===== src/rtl/commit_writeback_pkg.sv =====
// +----------------------------------------------------------------------------+
// | Module : commit_writeback_pkg                                              |
// | Brief  : Shared types for the commit/writeback slice: architectural word,  |
// |          register index, write-queue entry and the stack-pointer index.    |
// | Macros : NUMBER_OF_REGISTERS, DATA_SIZE (defaults supplied when absent)    |
// | Rev    : 1.0  initial release                                              |
// +----------------------------------------------------------------------------+
`default_nettype none

`ifndef NUMBER_OF_REGISTERS
`define NUMBER_OF_REGISTERS 32
`endif
`ifndef DATA_SIZE
`define DATA_SIZE 32
`endif

package commit_writeback_pkg;

  localparam int REG_IDX_W = $clog2(`NUMBER_OF_REGISTERS);

  typedef logic [`DATA_SIZE-1:0] MemoryWord;
  typedef logic [REG_IDX_W-1:0]  Register;

  // One pending architectural write.
  typedef struct packed {
    Register   rd;
    MemoryWord data;
  } WbEntry;

  // x2 holds the stack pointer and has a non-zero reset value.
  localparam Register SP_REG = Register'(2);

endpackage

`default_nettype wire


===== src/rtl/commit_writeback_wb_fifo.sv =====
// +----------------------------------------------------------------------------+
// | Module : wb_fifo                                                           |
// | Brief  : 2-push / 1-pop circular queue of WbEntry.  Exposes the occupancy  |
// |          and the whole contents re-ordered by age (entries[0] = head =     |
// |          oldest) together with per-slot valid bits.                        |
// | Ports  : clk, reset (async, active-low), push_cnt, push_data[2], pop,      |
// |          count, entries[DEPTH], valid[DEPTH]                               |
// | Rev    : 1.0  initial release                                              |
// +----------------------------------------------------------------------------+
`default_nettype none

module wb_fifo
  import commit_writeback_pkg::*;
#(
  parameter int DEPTH = 4
) (
  input  logic                     clk,
  input  logic                     reset,
  input  logic [1:0]               push_cnt,       // 0, 1 or 2; push_data[0] goes first
  input  WbEntry                   push_data [2],
  input  logic                     pop,
  output logic [$clog2(DEPTH):0]   count,
  output WbEntry                   entries [DEPTH], // age order, [0] is the head
  output logic [DEPTH-1:0]         valid
);

  localparam int PTR_W = $clog2(DEPTH);
  localparam int CNT_W = PTR_W + 1;

  WbEntry             r_mem [DEPTH];
  logic [PTR_W-1:0]   r_head;
  logic [PTR_W-1:0]   r_tail;
  logic [CNT_W-1:0]   r_count;
  logic [PTR_W-1:0]   w_tail_p1;

  assign w_tail_p1 = r_tail + 1'b1;

  // Storage needs no reset: slots are only observed through valid bits.
  always_ff @(posedge clk) begin
    if (push_cnt != 2'd0) r_mem[r_tail]    <= push_data[0];
    if (push_cnt == 2'd2) r_mem[w_tail_p1] <= push_data[1];
  end

  always_ff @(posedge clk or negedge reset) begin
    if (!reset) begin
      r_head  <= '0;
      r_tail  <= '0;
      r_count <= '0;
    end else begin
      r_tail  <= r_tail + PTR_W'(push_cnt);   // wraps modulo DEPTH
      if (pop) r_head <= r_head + 1'b1;
      r_count <= r_count + CNT_W'(push_cnt) - CNT_W'(pop);
    end
  end

  assign count = r_count;

  always_comb begin
    for (int j = 0; j < DEPTH; j++) begin
      entries[j] = r_mem[r_head + PTR_W'(j)];
      valid[j]   = (CNT_W'(j) < r_count);
    end
  end

  a_no_underflow: assert property (@(posedge clk) disable iff (!reset)
    pop |-> (r_count != '0));

  a_no_overflow: assert property (@(posedge clk) disable iff (!reset)
    (r_count + CNT_W'(push_cnt) - CNT_W'(pop)) <= CNT_W'(DEPTH));

  a_count_bound: assert property (@(posedge clk) disable iff (!reset)
    r_count <= CNT_W'(DEPTH));

endmodule

`default_nettype wire


===== src/rtl/commit_writeback.sv =====
// +----------------------------------------------------------------------------+
// | Module : commit_writeback                                                  |
// | Brief  : Architectural register file owner.  Takes up to two in-order     |
// |          commits per cycle into a write queue and drains one write per     |
// |          cycle into the array.                                             |
// | Ports  : clk, reset (async, active-low), commit_valid[2], commit_rd[2],    |
// |          commit_data[2], commit_ready, register_file[NREG], pending_mask   |
// | Macro  : WB_BYPASS_EN - overlay queued writes onto register_file           |
// | Rev    : 1.0  initial release                                              |
// +----------------------------------------------------------------------------+
`default_nettype none

module commit_writeback
  import commit_writeback_pkg::*;
#(
  parameter int        WB_DEPTH = 4,
  parameter MemoryWord SP_INIT  = 32'h0001_0000
) (
  input  logic                            clk,
  input  logic                            reset,
  input  logic [1:0]                      commit_valid,
  input  Register                         commit_rd   [2],
  input  MemoryWord                       commit_data [2],
  output logic                            commit_ready,
  output MemoryWord                       register_file [`NUMBER_OF_REGISTERS],
  output logic [`NUMBER_OF_REGISTERS-1:0] pending_mask
);

  localparam int NREG  = `NUMBER_OF_REGISTERS;
  localparam int CNT_W = $clog2(WB_DEPTH) + 1;

  logic [CNT_W-1:0]    w_count;
  WbEntry              w_entries [WB_DEPTH];
  logic [WB_DEPTH-1:0] w_valid;
  logic                w_take0;
  logic                w_take1;
  logic [1:0]          w_push_cnt;
  WbEntry              w_push_data [2];
  MemoryWord           r_regs [NREG];

  // Ready looks only at registered occupancy, so a pair is never split and a
  // same-cycle drain cannot create room combinationally.
  assign commit_ready = (w_count <= CNT_W'(WB_DEPTH - 2));

  // Writes to x0 are dropped before they take a queue slot.
  assign w_take0    = commit_ready && commit_valid[0] && (commit_rd[0] != '0);
  assign w_take1    = commit_ready && commit_valid[1] && (commit_rd[1] != '0);
  assign w_push_cnt = {1'b0, w_take0} + {1'b0, w_take1};

  // Compact the accepted lanes so the older one is always pushed first.
  always_comb begin
    w_push_data[0] = w_take0 ? WbEntry'({commit_rd[0], commit_data[0]})
                             : WbEntry'({commit_rd[1], commit_data[1]});
    w_push_data[1] = WbEntry'({commit_rd[1], commit_data[1]});
  end

  wb_fifo #(
    .DEPTH (WB_DEPTH)
  ) u_fifo (
    .clk       (clk),
    .reset     (reset),
    .push_cnt  (w_push_cnt),
    .push_data (w_push_data),
    .pop       (w_valid[0]),
    .count     (w_count),
    .entries   (w_entries),
    .valid     (w_valid)
  );

  // Drain: the head entry (valid[0] <=> count > 0) lands every cycle.
  always_ff @(posedge clk or negedge reset) begin
    if (!reset) begin
      for (int r = 0; r < NREG; r++) begin
        r_regs[r] <= (r == int'(SP_REG)) ? SP_INIT : '0;
      end
    end else if (w_valid[0]) begin
      r_regs[w_entries[0].rd] <= w_entries[0].data;
    end
  end

  always_comb begin
    pending_mask = '0;
    for (int j = 0; j < WB_DEPTH; j++) begin
      if (w_valid[j]) pending_mask[w_entries[j].rd] = 1'b1;
    end
  end

`ifdef WB_BYPASS_EN
  // Overlay in age order so the youngest queued write to a register wins.
  always_comb begin
    for (int r = 0; r < NREG; r++) register_file[r] = r_regs[r];
    for (int j = 0; j < WB_DEPTH; j++) begin
      if (w_valid[j]) register_file[w_entries[j].rd] = w_entries[j].data;
    end
  end
`else
  always_comb begin
    for (int r = 0; r < NREG; r++) register_file[r] = r_regs[r];
  end
`endif

endmodule

`default_nettype wire

===== config.mk =====
export PLATFORM = sky130hd
export DESIGN_NAME = commit_writeback
export DESIGN_NICKNAME = d
export VERILOG_FILES = /design/src/rtl/commit_writeback_pkg.sv /design/src/rtl/commit_writeback_wb_fifo.sv /design/src/rtl/commit_writeback.sv
export SDC_FILE = /design/constraint.sdc
export NUM_CORES = 1
export LEC_CHECK = 0
export CAP_MARGIN = 30
export CORE_AREA = 10 10 438 440
export DETAILED_ROUTE_END_ITERATION = 6
export DIE_AREA = 0 0 448 450
export PLACE_DENSITY = 0.58
export SYNTH_ARGS = -nofsm -noshare
export SYNTH_HDL_FRONTEND = slang
export SYNTH_SLANG_ARGS = --single-unit

===== constraint.sdc =====
create_clock -name clk -period 6.53 [get_ports clk]
set_input_delay 1.6325 -clock clk [delete_from_list [all_inputs] [get_ports clk]]
set_output_delay 1.6325 -clock clk [all_outputs]
set_load 0.01 [all_outputs]

# Yosys cells after proc, flatten, opt, wreduce, memory -nomap -nowiden
# Memories as Yosys holds them, arrays and structs flattened.
# Cells that the tools add are included.
# W data, S select, Z words.
totals:
  romBits: 0
  latchBits: 0
  mem_bits_rw: 148
  out_inout_bits: 1057
  inputBits: 78
  memories: 1
  reg_bits: 1031
op_classes:
  n_lt_le_gt_ge: 15
  addsub: 8
  n_eq_ne: 1
  div: 0
  muxes: 20
  multipliers: 0
  n_bitwise: 4
  n_reduce_logical: 12
  n_shift: 0
memory_table:
  columns: ["memory", "depth", "width", "rd", "rd_clocked_by_memory_dff", "wr", "line_no", "source"]
  rows:
  - ["u_fifo.r_mem", 4, 37, 4, 0, 2, "commit_writeback_wb_fifo.sv:30", "WbEntry r_mem [DEPTH];"]
ops:
  columns: ["op", "count"]
  rows:
  - ["$bwmux W1024", 1]
  - ["$demux W32 S5", 1]
  - ["$mux W32", 5]
  - ["$or A32 B32 Y32", 3]
  - ["$mux W37", 1]
  - ["$lt A5 B6 Y1 const B", 4]
  - ["$demux W1 S5", 4]
  - ["$ge A5 B1 Y1 const B", 4]
  - ["$reduce_bool A5 Y1", 2]
  - ["$logic_and A1 B1 Y1", 9]
  - ["$mux W1", 8]
  - ["$ge A6 B6 Y1 const B", 1]
  - ["$lt A1 B3 Y1 const A", 2]
  - ["$lt A2 B3 Y1 const A", 2]
  - ["$lt A6 B1 Y1 const B", 1]
  - ["$not A5 Y6", 1]
  - ["$add A2 B1 Y2 const B", 2]
  - ["$add A2 B2 Y2 const B", 2]
  - ["$add A3 B2 Y3", 1]
  - ["$le A3 B2 Y1 const B", 1]
  - ["$sub A3 B1 Y3", 1]
  - ["$add A1 B1 Y2", 1]
  - ["$add A2 B2 Y2", 1]
  - ["$eq A2 B2 Y1 const B", 1]
  - ["$reduce_bool A2 Y1", 1]

# Logic depth before layout (Yosys ltp)
# An unclocked memory read counts as a cell.
depth:
  ltp_word: 12
  ltp_mapped: 11
  ltp_nobuf: 10

# Modules after synthesis
# A second synthesis with hierarchy kept.
hier_totals:
  cells_unflattened: 3002
  hier_area_um2: 50236.9
modules_own_cells:
  columns: ["mod", "seq_area_each_um2", "cells_per_inst", "instances", "area_per_inst_um2"]
  rows:
  - ["commit_writeback", 25625.8, 2466, 1, 39600.5]
  - ["wb_fifo", 4619.4, 536, 1, 10636.5]

# Worst setup path after synthesis
# OpenSTA, ideal clock, no wires.
synth_path:
  path_kind: "in2reg"
  from: "input commit_rd[6] (netlist bit)"
  to: "memory u_fifo.r_mem[1][0] (netlist bit), enable pin"
  slack_ns: 0.836
  t_required_ns: 6.045
  t_arrival_ns: 5.209
  path_stages: 6
  setup_ns: 0.485
  n_path_buf: 1
  path_cell_list: "or4_1 -> o211a_1 -> clkbuf_1 -> ha_1 -> nor2_1 -> nor3b_1"
synth_lines:
  columns: ["item", "line_no", "source"]
  rows:
  - ["start, declared", "commit_writeback.sv:22", "input Register commit_rd [2],"]
  - ["end, declared", "commit_writeback_wb_fifo.sv:30", null]

# Worst setup path after layout
layout_path:
  from: "register u_fifo.r_head[0]"
  to: "output pending_mask[18]"
layout_via:
  elab_chain_len: 12
  word_cells_on_any_way: 31
layout_rtl:
  columns: ["item", "line_no", "source"]
  rows:
  - ["start, declared", "commit_writeback_wb_fifo.sv:31", "logic [PTR_W-1:0] r_head;"]
  - ["start signal, assigned", "commit_writeback_wb_fifo.sv:51", "if (pop) r_head <= r_head + 1'b1;"]
  - ["$add A2 B1 Y2 or $mem_v2 Z4 W37 (tied branches)", null, null]
  - ["$mem_v2 Z4 W37 *", null, null]
  - ["$lt A5 B6 Y1 (implied by the code) (tied with other cells)", "commit_writeback.sv:84", "if (w_valid[j]) pending_mask[w_entries[j].rd] = 1'b1;"]
  - ["$logic_and A1 B1 Y1 (implied by the code) or $mux W1 (tied branches)", "commit_writeback.sv:84", null]
  - ["$mux W1 (implied by the code) or $demux W1 S5 (tied branches)", "commit_writeback.sv:84", null]
  - ["$demux W1 S5 or $mux W32 (tied branches)", "commit_writeback.sv:84", null]
  - ["$or A32 B32 Y32 (no source line)", null, null]
  - ["$mux W32", "commit_writeback.sv:84", null]
  - ["$or A32 B32 Y32 (no source line)", null, null]
  - ["$mux W32", "commit_writeback.sv:84", null]
  - ["$or A32 B32 Y32 (no source line)", null, null]
  - ["$mux W32 *", "commit_writeback.sv:84", null]
  - ["end, declared", "commit_writeback.sv:26", "output logic [`NUMBER_OF_REGISTERS-1:0] pending_mask"]
# Every way passes the cells marked *; elsewhere a longest branch is shown, timed or not.

==> impl_metrics.csv <==
group,metric,value,unit
finish,nets,4054,
timing,setup_viol,0,
die,die_w,448,µm
worst_setup_path,reg2reg_slack,2.78,ns
clock_network,cts_num_sinks,1179,
synthesis,ys_types,57,
finish,utilization,36.16,%
status,status,"finished clean",
min_path,min_path_cells,1,
min_path,hold_class,"reg2reg",
synthesis,synth_common_cells,"1145 x mux2_2, 1030 x dfrtp_1, 148 x edfxtp_1, 104 x buf_2, 93 x clkbuf_1",
worst_setup_path,reg2regPathDepth,7,
synthesis,netlist_instances,2856,
synthesis,yosys.area_share.simple,1.744,%
power,vdd_drop_max,0.2996,mV
clock_network,clk_latency,0.78,ns
die,dieArea,0.2016,mm²
clock_network,clk_path_buf_depth,3,
global_routing,grt_pass1_vias,31600,
global_routing,grt_pass1_wl,267.6,mm
synthesis,async_reset_ff_share,87.45,%
detailed_routing,detail_route.iter0.violations,1875,
timing,finalClockSkew,0.02656,ns
timing,tightestPinTransition,1.009,ns
detailed_routing,vias_per_cell,4.669,
global_routing,antenna_found_initial,69,
global_routing,grt-ovfl-total,0,
detailed_routing,wl,196.8,mm
placement,io_buffers,1134,
finish,n_fill_cell,17660,
detailed_routing,drcViolationCount,0,
synthesis,synthTopCellsByArea,"dfrtp_1 54%, mux2_2 27%, edfxtp_1 9.4%, mux4_2 2.5%, buf_2 1.1%",
synthesis,synthAdderAreaFrac,0.1477,%
run,drv_cap,0,
placement,place_area,0.06146,mm²
timing,slew_headroom,32.73,%
worst_setup_path,r2r_end,"u_fifo.r_mem[3][5]",
synthesis,synthesis.area,0.04743,mm²
die,ios,1135,
clock_network,post_cts_buffers,0,
die,die-height,450,µm
clock_network,clk_pin_slew,0.05,ns
worst_setup_path,end_kind,"primary output",
clock_network,cts-htree-levels,4,
timing,max_freq,168.3,MHz
finish,syn2layout_area_growth,39.28,%
synthesis,synth_mux_area_share,30.30,%
placement,place_congestion,0.8733,
synthesis,synth_most_common_cell,"mux2_2",
timing,finalCriticalPeriod,5.942,ns
synthesis,yosysSeqAreaShare,63.77,%
synthesis,synth-edff-count,148,
detailed_routing,post_drt_wl_per_cell,30.38,µm
power,power_leakage,27.10,nW
min_path,min_to,"register_file[208]",
synthesis,synth_xor_area_share,0.1477,%
worst_setup_path,r2r_start,"u_fifo.count[2]",
timing,tns,0,ns
finish,drive_gt1_share,37.60,%
die,core_area,0.1827,mm²
detailed_routing,drtPass1Iterations,5,
worst_setup_path,critical_path_class,"reg2out",
global_routing,grt_usage,18.78,%
finish,final_cells,6480,
synthesis,synth_compound_area_share,1.145,%
timing,rsz0062_at_grt,"no",
synthesis,yosysWarnings,0,
worst_setup_path,crit_path_start_kind,"register",
timing,hold_viol,0,
die,initial_utilization,25.96,%
clock_network,postCtsResizedCells,0,
timing,maxSlewViolCount,0,
die,rows,157,
clock_network,hold_buffers,0,
synthesis,yosysTopAreaCell,"dfrtp_1",
clock_network,cts_buffers,139,
worst_setup_path,arrival,4.31,ns
detailed_routing,num_vias,30260,
synthesis,syn-num-nets,2939,
power,p_total,0.04034,W
finish,final_area,0.06605,mm²
clock_network,cts_tree,"built",
synthesis,synth_top_family_by_area,"multiplexers",
timing,timing.final.crit_share,91.00,%
worst_setup_path,worstPathMaxFanout,34,
clock_network,clock-root-buffer,"clkbuf_16",
placement,dp_cells,6214,
synthesis,yosys_register_bits,1179,
worst_setup_path,required,4.90,ns
placement,place_hpwl,141.5,mm
detailed_routing,detail-route-antenna-nets,0,
global_routing,grt_max_degree,161,
synthesis,synth_top_area_share,54.35,%
power,power_density,610.7,mW/mm²
synthesis,synth-main-ff-cell,"dfrtp_1",
synthesis,syn_avg_cell_area,16.61,µm²
min_path,hold_path.startpoint,"register_file[208]",
[kinds of logic (layout without fill, tap and decap cells)]
group	count (synthesis)	after routing
multiplexers	1224	1224
AO/OA/AOI/OAI	69	69
adder cells (fa/ha/maj)	5	5
XOR/XNOR	8	8
AND/OR/NAND/NOR	126	126
flip-flops	1179	1179
buffers and inverters	245	1464
other	0	20
[layer usage]
| layer | vias to the layer above | GRT usage [%] | share of wire, % |
|---|---|---|---|
| met1 | 16140 | 20.71 | 37 |
| met5 | - | 0 | 0.054 |
| met4 | 16 | 7.386 | 4.0 |
| met2 | 1108 | 33.76 | 52 |
| li1 | 12610 | - | - |
| met3 | 376 | 5.373 | 7.1 |
[metrics by stage]
| stage | worst slack (ns) | hold WS [ns] |
|---|---|---|
| finish | 0.5878 | 0.4820 |
| global route | 0.3704 | 0.5017 |
| CTS | 0.4343 | 0.4856 |
| detailed placement | 1.322 | 0.4737 |
| global placement | 1.372 | 0.4680 |
| floorplan | 0.8360 | 0.5288 |
[where the power goes]
part	switching [W]	total, W	leakage (nW)	internal (W)
clock network	0.00321	0.00772	2.19	0.00451
logic	0.0102	0.0199	10.9	0.00971
registers	0.00178	0.0127	14.1	0.0110
total	0.0152	0.0403	27.1	0.0252
[final cells by class]
cell class / count / area (µm²) / share of cell area [%]
Antenna cell: 20 / 50.05 / 0.07577
Sequential cell: 1179 / 30250 / 45.80
Clock buffer: 205 / 4040 / 6.116
Multi-Input combinational cell: 1432 / 16090 / 24.35
Inverter: 6 / 22.52 / 0.03410
Clock inverter: 40 / 478.0 / 0.7236
Tap cell: 2385 / 2984 / 4.518
Timing Repair Buffer: 1213 / 12140 / 18.38
[registers in the layout, summed over array words and instances, names as in the netlist]
signal	flops
u_fifo.count	3
register_file	1024
u_fifo.r_head	2
u_fifo.r_tail	2
u_fifo.r_mem	148
[worst max path at each step]
stage                      from                  to  depth (start not counted)
3_3_place_gp   u_fifo.r_head[0]    pending_mask[18]                          6
2_1_floorplan      commit_rd[6]  u_fifo.r_mem[1][0]                          6
4_1_cts        u_fifo.r_head[0]    pending_mask[18]                          6
5_1_grt        u_fifo.r_head[0]    pending_mask[18]                          6
3_5_place_dp   u_fifo.r_head[0]    pending_mask[18]                          6
6_report       u_fifo.r_head[0]    pending_mask[18]                          6
[cells in the final DEF (no fill, tap or decap), drive strengths merged, types with 3 or more instances in the layout]
cell type and count:
a22o 4, nor2b 13, clkdlybuf4s50 1133, ha 4, o211ai 11, nor2 12, nand2b 16, bufinv 5
nor3b 10, nand3b 10, clkbuf 205, or3b 3, and3b 5, nand3 8, and2 5, clkinv 21
o22ai 12, inv 15, diode 20, xnor2 6, mux4 52, and3 4, edfxtp 148, o2111ai 3
dfrtp 1030, o21ai 4, nor3 7, clkinvlp 5, mux2 1172, nand2 22, buf 80, a211o 16
o22a 4, a22oi 8
[worst max-delay path, cell delays in order, from the launching register on]
cell	delay (ns)
dfrtp_4	0.64
buf_4	0.67
mux4_2	0.53
nor3b_1	0.68
a22oi_1	0.15
o211ai_1	0.25
clkdlybuf4s50_1	0.62
No activity file was read; power rests on OpenSTA's default activity.
